==> src/rtl/im_boot_loader.sv <==
`default_nettype none
// ============================================================================
// Module   : im_boot_loader
// Brief    : Packs a byte stream into little-endian 32-bit words and writes
//            them into instruction SRAM, holding the core in reset until the
//            image has been loaded. Optional macro: IM_BOOT_LOADER_CKSUM_EN
//            (the last byte becomes an additive checksum of the payload).
// Revision : 1.0 - initial release
// ============================================================================
module im_boot_loader #(
  parameter logic [15:0] BASE_ADDR = 16'h0000,
  parameter int          MAX_WORDS = 16384
) (
  input  logic        clk,
  input  logic        rst,
  input  logic        in_valid,
  input  logic [7:0]  in_byte,
  input  logic        in_last,
  output logic        in_ready,
  output logic [3:0]  im_w_en,
  output logic [15:0] im_address,
  output logic [31:0] im_write_data,
  output logic        core_rst,
  output logic        load_done,
  output logic        load_error,
  output logic [14:0] word_count
);

  localparam logic [14:0] c_MAX_WORDS = 15'(MAX_WORDS);

  typedef enum logic [1:0] {
    ST_RECV  = 2'd0,
    ST_WRITE = 2'd1,
    ST_DONE  = 2'd2,
    ST_ERROR = 2'd3
  } state_t;

  state_t      r_state;
  state_t      w_next;
  logic        r_in_ready;
  logic [1:0]  r_byte_idx;
  logic [31:0] r_buf;
  logic        r_last_pending;
  logic [14:0] r_word_count;
  logic        w_accept;
  logic        w_overflow;
  logic        w_store;

`ifdef IM_BOOT_LOADER_CKSUM_EN
  logic [7:0]  r_sum;
  logic [7:0]  r_cksum;
`endif

  assign w_accept   = in_valid & r_in_ready;
  assign w_overflow = (r_word_count == c_MAX_WORDS);

  always_comb begin
    w_next  = r_state;
    w_store = 1'b0;
    unique case (r_state)
      ST_RECV: begin
        if (w_accept) begin
          if (w_overflow) begin
            w_next = ST_ERROR;
          end else begin
`ifdef IM_BOOT_LOADER_CKSUM_EN
            // The checksum byte is never stored; a pending partial word is
            // flushed first and the comparison happens after its write.
            if (in_last) begin
              if (r_byte_idx != 2'd0) begin
                w_next = ST_WRITE;
              end else begin
                w_next = (r_sum == in_byte) ? ST_DONE : ST_ERROR;
              end
            end else begin
              w_store = 1'b1;
              if (r_byte_idx == 2'd3) begin
                w_next = ST_WRITE;
              end
            end
`else
            w_store = 1'b1;
            if (in_last || (r_byte_idx == 2'd3)) begin
              w_next = ST_WRITE;
            end
`endif
          end
        end
      end
      ST_WRITE: begin
`ifdef IM_BOOT_LOADER_CKSUM_EN
        if (r_last_pending) begin
          w_next = (r_sum == r_cksum) ? ST_DONE : ST_ERROR;
        end else begin
          w_next = ST_RECV;
        end
`else
        w_next = r_last_pending ? ST_DONE : ST_RECV;
`endif
      end
      ST_DONE:  w_next = ST_DONE;
      ST_ERROR: w_next = ST_ERROR;
      default:  w_next = ST_ERROR;
    endcase
  end

  always_ff @(posedge clk) begin
    if (rst) begin
      r_state        <= ST_RECV;
      r_in_ready     <= 1'b0;
      r_byte_idx     <= 2'd0;
      r_buf          <= 32'h0;
      r_last_pending <= 1'b0;
      r_word_count   <= 15'd0;
    end else begin
      r_state    <= w_next;
      // Ready is only ever offered while the next state is RECV, so an
      // accepted byte always belongs to the RECV state.
      r_in_ready <= (w_next == ST_RECV);
      if (w_store) begin
        r_buf[{r_byte_idx, 3'b000} +: 8] <= in_byte;
        r_byte_idx                       <= r_byte_idx + 2'd1;
      end
      if (w_accept) begin
        r_last_pending <= in_last;
      end
      if (r_state == ST_WRITE) begin
        r_word_count <= r_word_count + 15'd1;
        r_buf        <= 32'h0;
        r_byte_idx   <= 2'd0;
      end
    end
  end

`ifdef IM_BOOT_LOADER_CKSUM_EN
  always_ff @(posedge clk) begin
    if (rst) begin
      r_sum   <= 8'h00;
      r_cksum <= 8'h00;
    end else begin
      if (w_store) begin
        r_sum <= r_sum + in_byte;
      end
      if (w_accept && in_last) begin
        r_cksum <= in_byte;
      end
    end
  end
`endif

  assign in_ready      = r_in_ready;
  assign im_w_en       = (r_state == ST_WRITE) ? 4'hF : 4'h0;
  assign im_address    = BASE_ADDR + 16'({r_word_count, 2'b00});
  assign im_write_data = r_buf;
  assign core_rst      = (r_state != ST_DONE);
  assign load_done     = (r_state == ST_DONE);
  assign load_error    = (r_state == ST_ERROR);
  assign word_count    = r_word_count;

endmodule
`default_nettype wire
==> config.mk <==
export PLATFORM = sky130hd
export DESIGN_NAME = im_boot_loader
export DESIGN_NICKNAME = d
export VERILOG_FILES = /design/src/rtl/im_boot_loader.sv
export SDC_FILE = /design/constraint.sdc
export NUM_CORES = 1
export LEC_CHECK = 0
export ABC_CLOCK_PERIOD_IN_PS = 2600
export BUFFER_PORTS_ARGS = -buffer_cell sky130_fd_sc_hd__buf_2
export CORE_MARGIN = 3
export CORE_UTILIZATION = 51
export CTS_CLUSTER_DIAMETER = 100
export CTS_CLUSTER_SIZE = 12
export DETAILED_ROUTE_END_ITERATION = 16
export PLACE_DENSITY_LB_ADDON = 0.15
export SLEW_MARGIN = 20
export SYNTH_ARGS = -nofsm -noshare
export SYNTH_HDL_FRONTEND = slang
export SYNTH_SLANG_ARGS = --single-unit
==> constraint.sdc <==
create_clock -name clk -period 2.6 [get_ports clk]
set_input_delay 0.13 -clock clk [delete_from_list [all_inputs] [get_ports clk]]
set_output_delay 0.13 -clock clk [all_outputs]
set_load 0.005 [all_outputs]
* Word level (Yosys, flattened, before mapping)
Cells that the tools add are included. Widths: inputs -> output; s select.
Storage, ports and cells: flip-flop bits (word level) 53, bits of input ports 12, output and inout bits 71, word-level logic and storage cells 32
Operators by class: add/sub/neg operators 3, equal/unequal tests 6, shift operators 2, muxes and demuxes 10, bitwise gates (word level) 1, reduce and logical (&&, ||, !) cells 4
Operators with widths (number):
- $bwmux 32 | 1
- $shift 8x7->32 const A | 1
- $shiftx 8x7->32 | 1
- $add 15x1->15 const B | 1
- $eq 15x15->1 const B | 1
- $mux 2 | 4
- $pmux 2 s4 | 1
- $neg 5->7 | 1
- $eq 2x2->1 const B | 3
- $logic_not 2->1 | 2
- $mux 4 | 1
- $mux 1 | 3
- $add 2x1->2 const B | 1
- $eq 2x1->1 const B | 1
- $ne 2x2->1 const B | 1
- $reduce_or 2->1 | 1
- $and 1x1->1 | 1
- $logic_or 1x1->1 | 1

* Logic depth before layout (Yosys ltp)
Gate-level depths: netlist (run 1).
depth after elaboration 7, depth in mapped cells 8, depth with buffers taken out 6

* Worst setup path after synthesis (run 1)
Ideal clock, no wire load.
kind flip-flop to flip-flop, start register r_byte_idx[0], end register r_buf[10] (netlist: im_write_data[10]), library setup time 60 ps, data arrival time 1722 ps, data required time 2540 ps, path slack 818 ps, cell stages (with the launch flop) 6, path buffers 0, clock period less this slack 1782 ps, path through dfxtp_1 -> inv_2 -> ha_1 -> nand4b_1 -> nor4b_4 -> a22o_1
On the way: longest elaborated chain between the ends 3, elaborated cells between the ends (all ways) 4, classes of those cells add/sub (1); shift (2); mux (1)
Ends and longest elaborated chain:
- start: declaration | RTL line 41 | logic [1:0] r_byte_idx;
- start signal: assignment | RTL line 122 | r_byte_idx <= r_byte_idx + 2'd1;
- $neg 5->7 (*) | RTL line 121 | r_buf[{r_byte_idx, 3'b000} +: 8] <= in_byte;
- $shiftx 8x7->32 / $shift 8x7->32 (equally long branches) | RTL line 121
- $bwmux 32 (*) | RTL line 121
- end signal: indexed assignment | RTL line 121
- end: declaration | RTL line 42 | logic [31:0] r_buf;
Mark *: on every way between the ends. The rest lies on a longest branch, timed or not. A chain may end at the register's enable or synchronous reset.

* Final worst setup path (run 1)
start register r_byte_idx[0], end register r_buf[12] (netlist: im_write_data[12])
Same word-level chain as after synthesis.

==> impl_metrics.env, run 1 <==
export IMPL_r2r_start="r_byte_idx[0]"
export IMPL_syn_inst=277
export IMPL_utilization_pct=61.90
export IMPL_fmaxAchievable_mhz=483.0
export IMPL_cp_end_kind="register"
export IMPL_yosysWarnings=0
export IMPL_synth_edf_count=0
export IMPL_synth_most_common_cell="nand2_1"
export IMPL_r2r_worst_path_cells=5
export IMPL_drc=0
export IMPL_max_cap_violations=0
export IMPL_synthTopCellsByCount="nand2_1, dfxtp_1, mux2i_1"
export IMPL_nFillCells=470
export IMPL_worst_slack_ns=0.5295
export IMPL_postSynthAreaPerCell_um2=9.337
export IMPL_grt_pass1_vias=1917
export IMPL_cts_max_path_buffers=2
export IMPL_worstHoldPathCells=2
export IMPL_wl_per_cell_um=13.22
export IMPL_fin_crit_ns=2.070
export IMPL_critPathKind="register to register"
export IMPL_r2r_slack_ns=0.53
export IMPL_port_buffers=80
export IMPL_hp_class="input port to register"
export IMPL_pre_cts_ws_ns=0.5474
export IMPL_slew_headroom_pct=57.31
export IMPL_finalNetCount=360
export IMPL_dominantRegCellSynth="dfxtp_1"
export IMPL_power_density_nw_per_um2=477.4
export IMPL_gp_congestion=0.8222
export IMPL_cp_required_ns=2.84
export IMPL_grt_use_total_pct=18.77
export IMPL_dp_cells=400
export IMPL_dieArea_um2=5961
export IMPL_clock_sinks=53
export IMPL_pin_count=83
export IMPL_synth_area_top_cells="dfxtp_1, mux2i_1, nand2_1"
export IMPL_grt_max_degree=24
export IMPL_insertion_delay_ns=0.30
export IMPL_cts_buffers=5
export IMPL_drt_iter0_drc=70
export IMPL_syn_to_final_growth_pct=15.29
export IMPL_ant_nets=0
export IMPL_r2r_end="im_write_data[12]"
export IMPL_max_slew_worst_pin_slew_ns=0.6390
export IMPL_coreArea_um2=4817
export IMPL_ctsResizeCount=0
export IMPL_layoutNonFillerInstCount=407
export IMPL_htree_levels=2
export IMPL_hold_buffers=0
export IMPL_synth_top_cell_by_area="dfxtp_1"
export IMPL_clockRootBuffer="clkbuf_8"
export IMPL_vias=2051
export IMPL_worst_path_max_delay_cell="dfxtp_1"
export IMPL_ys_seq_elements=53
export IMPL_peakVddDrop_mv=0.3135
export IMPL_dieWidth_um=77.21
export IMPL_fin_crit_sh_pct=79.63
export IMPL_rows=25
export IMPL_clk_pin_slew_worst_paths_ns=0.09
export IMPL_final_area_um2=2982
export IMPL_path_max_fanout=8
export IMPL_arrival_ns=2.32
export IMPL_start_util_pct=53.69
export IMPL_n_antenna_cell=0
export IMPL_synth_top_cell_area_share_pct=41.03
export IMPL_grt_pass1_wl_mm=9.128
export IMPL_p_leak_nw=1.355
export IMPL_path_cells="inv_2, ha_1, nand4b_1, nor4b_4, a22o_1"
export IMPL_synth_seq_area_share_pct=41.03
export IMPL_drive_gt1_share_pct=30.59
export IMPL_vias_per_cell=5.039
export IMPL_finClkSkew_ns=0.002126
export IMPL_hold_path_startpoint="in_byte[7]"
export IMPL_hold_violations=0
export IMPL_ys_types=44
export IMPL_rsz0062_at_grt="false"
export IMPL_hpwl_mm=4.009
export IMPL_run_status="finished clean"
export IMPL_postCtsSetupBuffers=0
export IMPL_setup_violations_final=0
export IMPL_drt_pre_antenna_iters=4
export IMPL_finalWirelength_mm=5.381
export IMPL_die_y_um=77.21
export IMPL_critPathMaxStageDelay_ns=0.60
export IMPL_holdWs_ns=0.08758
export IMPL_synthArstFlopShare_pct=0
export IMPL_grt_ovfl_total=0
export IMPL_hold_end="im_write_data[15]"
export IMPL_crit_path_start_kind="register"
export IMPL_synth_area_um2=2586
export IMPL_placed_area_um2=2892
export IMPL_report_final_slew_viol_count=0
export IMPL_antenna_found_initial=0
export IMPL_cts_tree="yes"
export IMPL_setup_tns_ns=0
export IMPL_power_total_mw=1.424
report_power, final:
| part | switching, mW | total, mW | internal, mW |
|---|---|---|---|
| clock network | 0.257 | 0.468 | 0.211 |
| registers | 0.0125 | 0.835 | 0.822 |
| logic | 0.0729 | 0.120 | 0.0475 |
| total | 0.343 | 1.42 | 1.08 |
routing by layer:
layer  wire length [um]  GRT usage (%)  vias to the layer above
li1                   -              -                     1041
met1               2455          23.91                      940
met2               2504          30.83                       64
met3                361          5.282                        6
met4                 60          5.516                        0
met5                  0              0                        -
critical path, delay by kind of cell (launching register included):
kind / cells / cell delay (ns)
DFF: 1 / 0.60
buffers and inverters: 1 / 0.15
adders and majority gates: 1 / 0.38
and+or+nand+nor: 2 / 0.69
AOI/OAI and AO/OA: 1 / 0.20
worst max-delay path by stage:
stage                  start                end  slack, ns  cells after the start
2_1_floorplan  r_byte_idx[0]  im_write_data[10]       0.82                      5
3_3_place_gp   word_count[0]  im_write_data[14]       0.59                      6
3_5_place_dp   word_count[0]  im_write_data[12]       0.55                      6
4_1_cts        word_count[0]  im_write_data[14]       0.52                      6
5_1_grt        r_byte_idx[0]   im_write_data[5]       0.34                      6
6_report       r_byte_idx[0]  im_write_data[12]       0.53                      5
cells by family (layout without fill, tap and decap cells):
group           after synthesis  in the layout  synth area share [%]
simple gates                122            122                 26.51
xor+xnor                     11             11                 3.725
other cells                   1              2                0.1450
buf+inv                      34             96                 8.660
fa+ha+maj                     8              8                 3.870
flops                        53             53                 41.03
mux                          26             26                 10.06
compound gates               22             22                 5.999
flip-flops by register name (all words and copies together), names as in the netlist:
register and flops:
word_count 15, r_state 2, in_ready 1, r_byte_idx 2, im_write_data 32, r_last_pending 1
placed cells by master (no fill, tap or decap), drive strengths merged, types with 2 or more instances in the layout:
master	instances
buf	82
nand2	64
dfxtp	53
mux2i	26
nor2	22
a22o	8
ha	8
xor2	7
a21oi	7
inv	7
clkbuf	6
nand4	6
xnor2	4
nor4	4
nor4b	4
nand2b	3
and3	3
or3	3
and4	2
o31ai	2
nand3	2
o21ai	2
nor3	2
conb	2
cell type report:
| class | count | area (um^2) | share of cell area (%) |
|---|---|---|---|
| sequential | 53 | 1061 | 35.59 |
| multi-input combinational | 191 | 1305 | 43.77 |
| clock buffer | 6 | 82.58 | 2.770 |
| tap | 67 | 83.83 | 2.812 |
| timing repair buffer | 82 | 415.4 | 13.93 |
| clock inverter | 1 | 7.507 | 0.2518 |
| inverter | 7 | 26.28 | 0.8812 |
No activity file was read; power rests on OpenSTA's default activity.
==> run 2, diff against run 1 <==
- ABC_CLOCK_PERIOD_IN_PS: 2600 -> 1700
- CORE_UTILIZATION: 51 -> 46
- clock period: 2.6 -> 1.7 ns (I/O delays scaled with it)
==> impl_metrics.env, run 2 (synthesis results as in run 1) <==
export IMPL_ant_nets=0
export IMPL_final_common_cell="buf_2"
export IMPL_fin_crit_ns=1.631
export IMPL_clock_sinks=53
export IMPL_worst_path_max_delay_cell="dfxtp_2"
export IMPL_p_leak_nw=1.536
export IMPL_drt_pre_antenna_iters=4
export IMPL_hp_class="input port to register"
export IMPL_hpwl_mm=4.339
export IMPL_hold_buffers=0
export IMPL_drc=0
export IMPL_report_final_slew_viol_count=0
export IMPL_run_status="finished clean"
export IMPL_syn_to_final_growth_pct=27.19
export IMPL_arrival_ns=1.88
export IMPL_finalNetCount=391
export IMPL_grt_ovfl_total=0
export IMPL_cts_tree="yes"
export IMPL_clockRootBuffer="clkbuf_8"
export IMPL_hold_violations=0
export IMPL_largest_reg_flops=32
export IMPL_rows=26
export IMPL_die_y_um=80.98
export IMPL_crit_path_start_kind="register"
export IMPL_clk_pin_slew_worst_paths_ns=0.09
export IMPL_port_buffers=80
export IMPL_dieArea_um2=6558
export IMPL_pre_cts_ws_ns=-0.01826
export IMPL_vias=2183
export IMPL_insertion_delay_ns=0.30
export IMPL_fmaxAchievable_mhz=613.2
export IMPL_grt_pass1_wl_mm=9.418
export IMPL_power_density_nw_per_um2=671.8
export IMPL_cts_max_path_buffers=2
export IMPL_final_cell_mix="buf_2, nand2_1, dfxtp_1"
export IMPL_setup_violations_final=0
export IMPL_coreArea_um2=5270
export IMPL_n_antenna_cell=0
export IMPL_antenna_found_initial=0
export IMPL_critPathMaxStageDelay_ns=0.35
export IMPL_placed_area_um2=3113
export IMPL_peakVddDrop_mv=0.4593
export IMPL_cts_buffers=5
export IMPL_cp_required_ns=1.95
export IMPL_fin_crit_sh_pct=95.92
export IMPL_start_util_pct=49.07
export IMPL_drt_iter0_drc=102
export IMPL_pin_count=83
export IMPL_vias_per_cell=4.939
export IMPL_max_cap_violations=0
export IMPL_critPathKind="register to register"
export IMPL_grt_use_total_pct=18.09
export IMPL_htree_levels=2
export IMPL_wl_per_cell_um=13.22
export IMPL_dieWidth_um=80.98
export IMPL_path_cells="inv_1, ha_1, nor4b_2, and4_1, buf_4, nor4b_4, buf_6, a22o_1"
export IMPL_grt_max_degree=25
export IMPL_path_max_fanout=8
export IMPL_gp_congestion=0.8044
export IMPL_finalWirelength_mm=5.844
export IMPL_finClkSkew_ns=0.009332
export IMPL_drive_gt1_share_pct=38.17
export IMPL_cp_end_kind="register"
export IMPL_final_area_um2=3289
export IMPL_grt_pass1_vias=1932
export IMPL_worst_slack_ns=0.06928
[run 2: through the flow]
stage	TNS (ns)	power, mW	hold WS, ns	instances	utilization, %
after floorplan	0	1.435	0.2107	278	-
after global placement	0	1.521	0.3592	430	59.07
after detailed placement	-0.06735	1.523	0.3685	430	59.07
after CTS	0	2.220	0.04612	441	61.61
after global routing	-0.1380	2.318	0.04499	442	62.42
final	0	2.210	0.05224	442	62.42
[run 2: path summary, 6_finish.rpt]
path	start	depth (start not counted)	end	slack [ns]
worst min register to register	im_write_data[5]	2	im_write_data[5]	0.46
worst min-delay path	in_last	3	r_last_pending	0.05
worst max-delay path	word_count[0]	8	im_write_data[12]	0.07
worst max register to register	word_count[0]	8	im_write_data[12]	0.07
[run 2: critical path: cells and delay by family (launching register included)]
family,cells,cell delay [ns]
simple gates,3,0.55
buf+inv,3,0.37
flops,1,0.35
fa+ha+maj,1,0.19
compound gates,1,0.12
[run 2: final cells by class]
class	count	area [um^2]
Fill cell	468	1981
Clock inverter	2	13.76
Timing Repair Buffer	113	693.2
Multi-Input combinational cell	191	1330
Clock buffer	6	72.57
Tap cell	70	87.58
Sequential cell	53	1066
Inverter	7	26.28
[run 2: metal layers]
| metal | vias up | track usage [%] | part of all wire (%) |
|---|---|---|---|
| met1 | 1022 | 26.56 | 49 |
| met3 | 5 | 2.993 | 3.6 |
| met2 | 43 | 26.93 | 46 |
| met4 | 0 | 5.743 | 0.98 |
| li1 | 1113 | - | - |
| met5 | - | 0 | 0 |
[run 2: repair_timing]
action,CTS,global route
endpoints found under the setup margin,20,14
pin swaps,3,1
gates resized for setup,0,7
buffers inserted,3,1
[run 2: report_power, final]
group,switching (mW),internal [mW],total [mW]
combinational,0.131,0.103,0.234
clock,0.412,0.295,0.706
sequential,0.0112,1.26,1.27
total,0.554,1.66,2.21
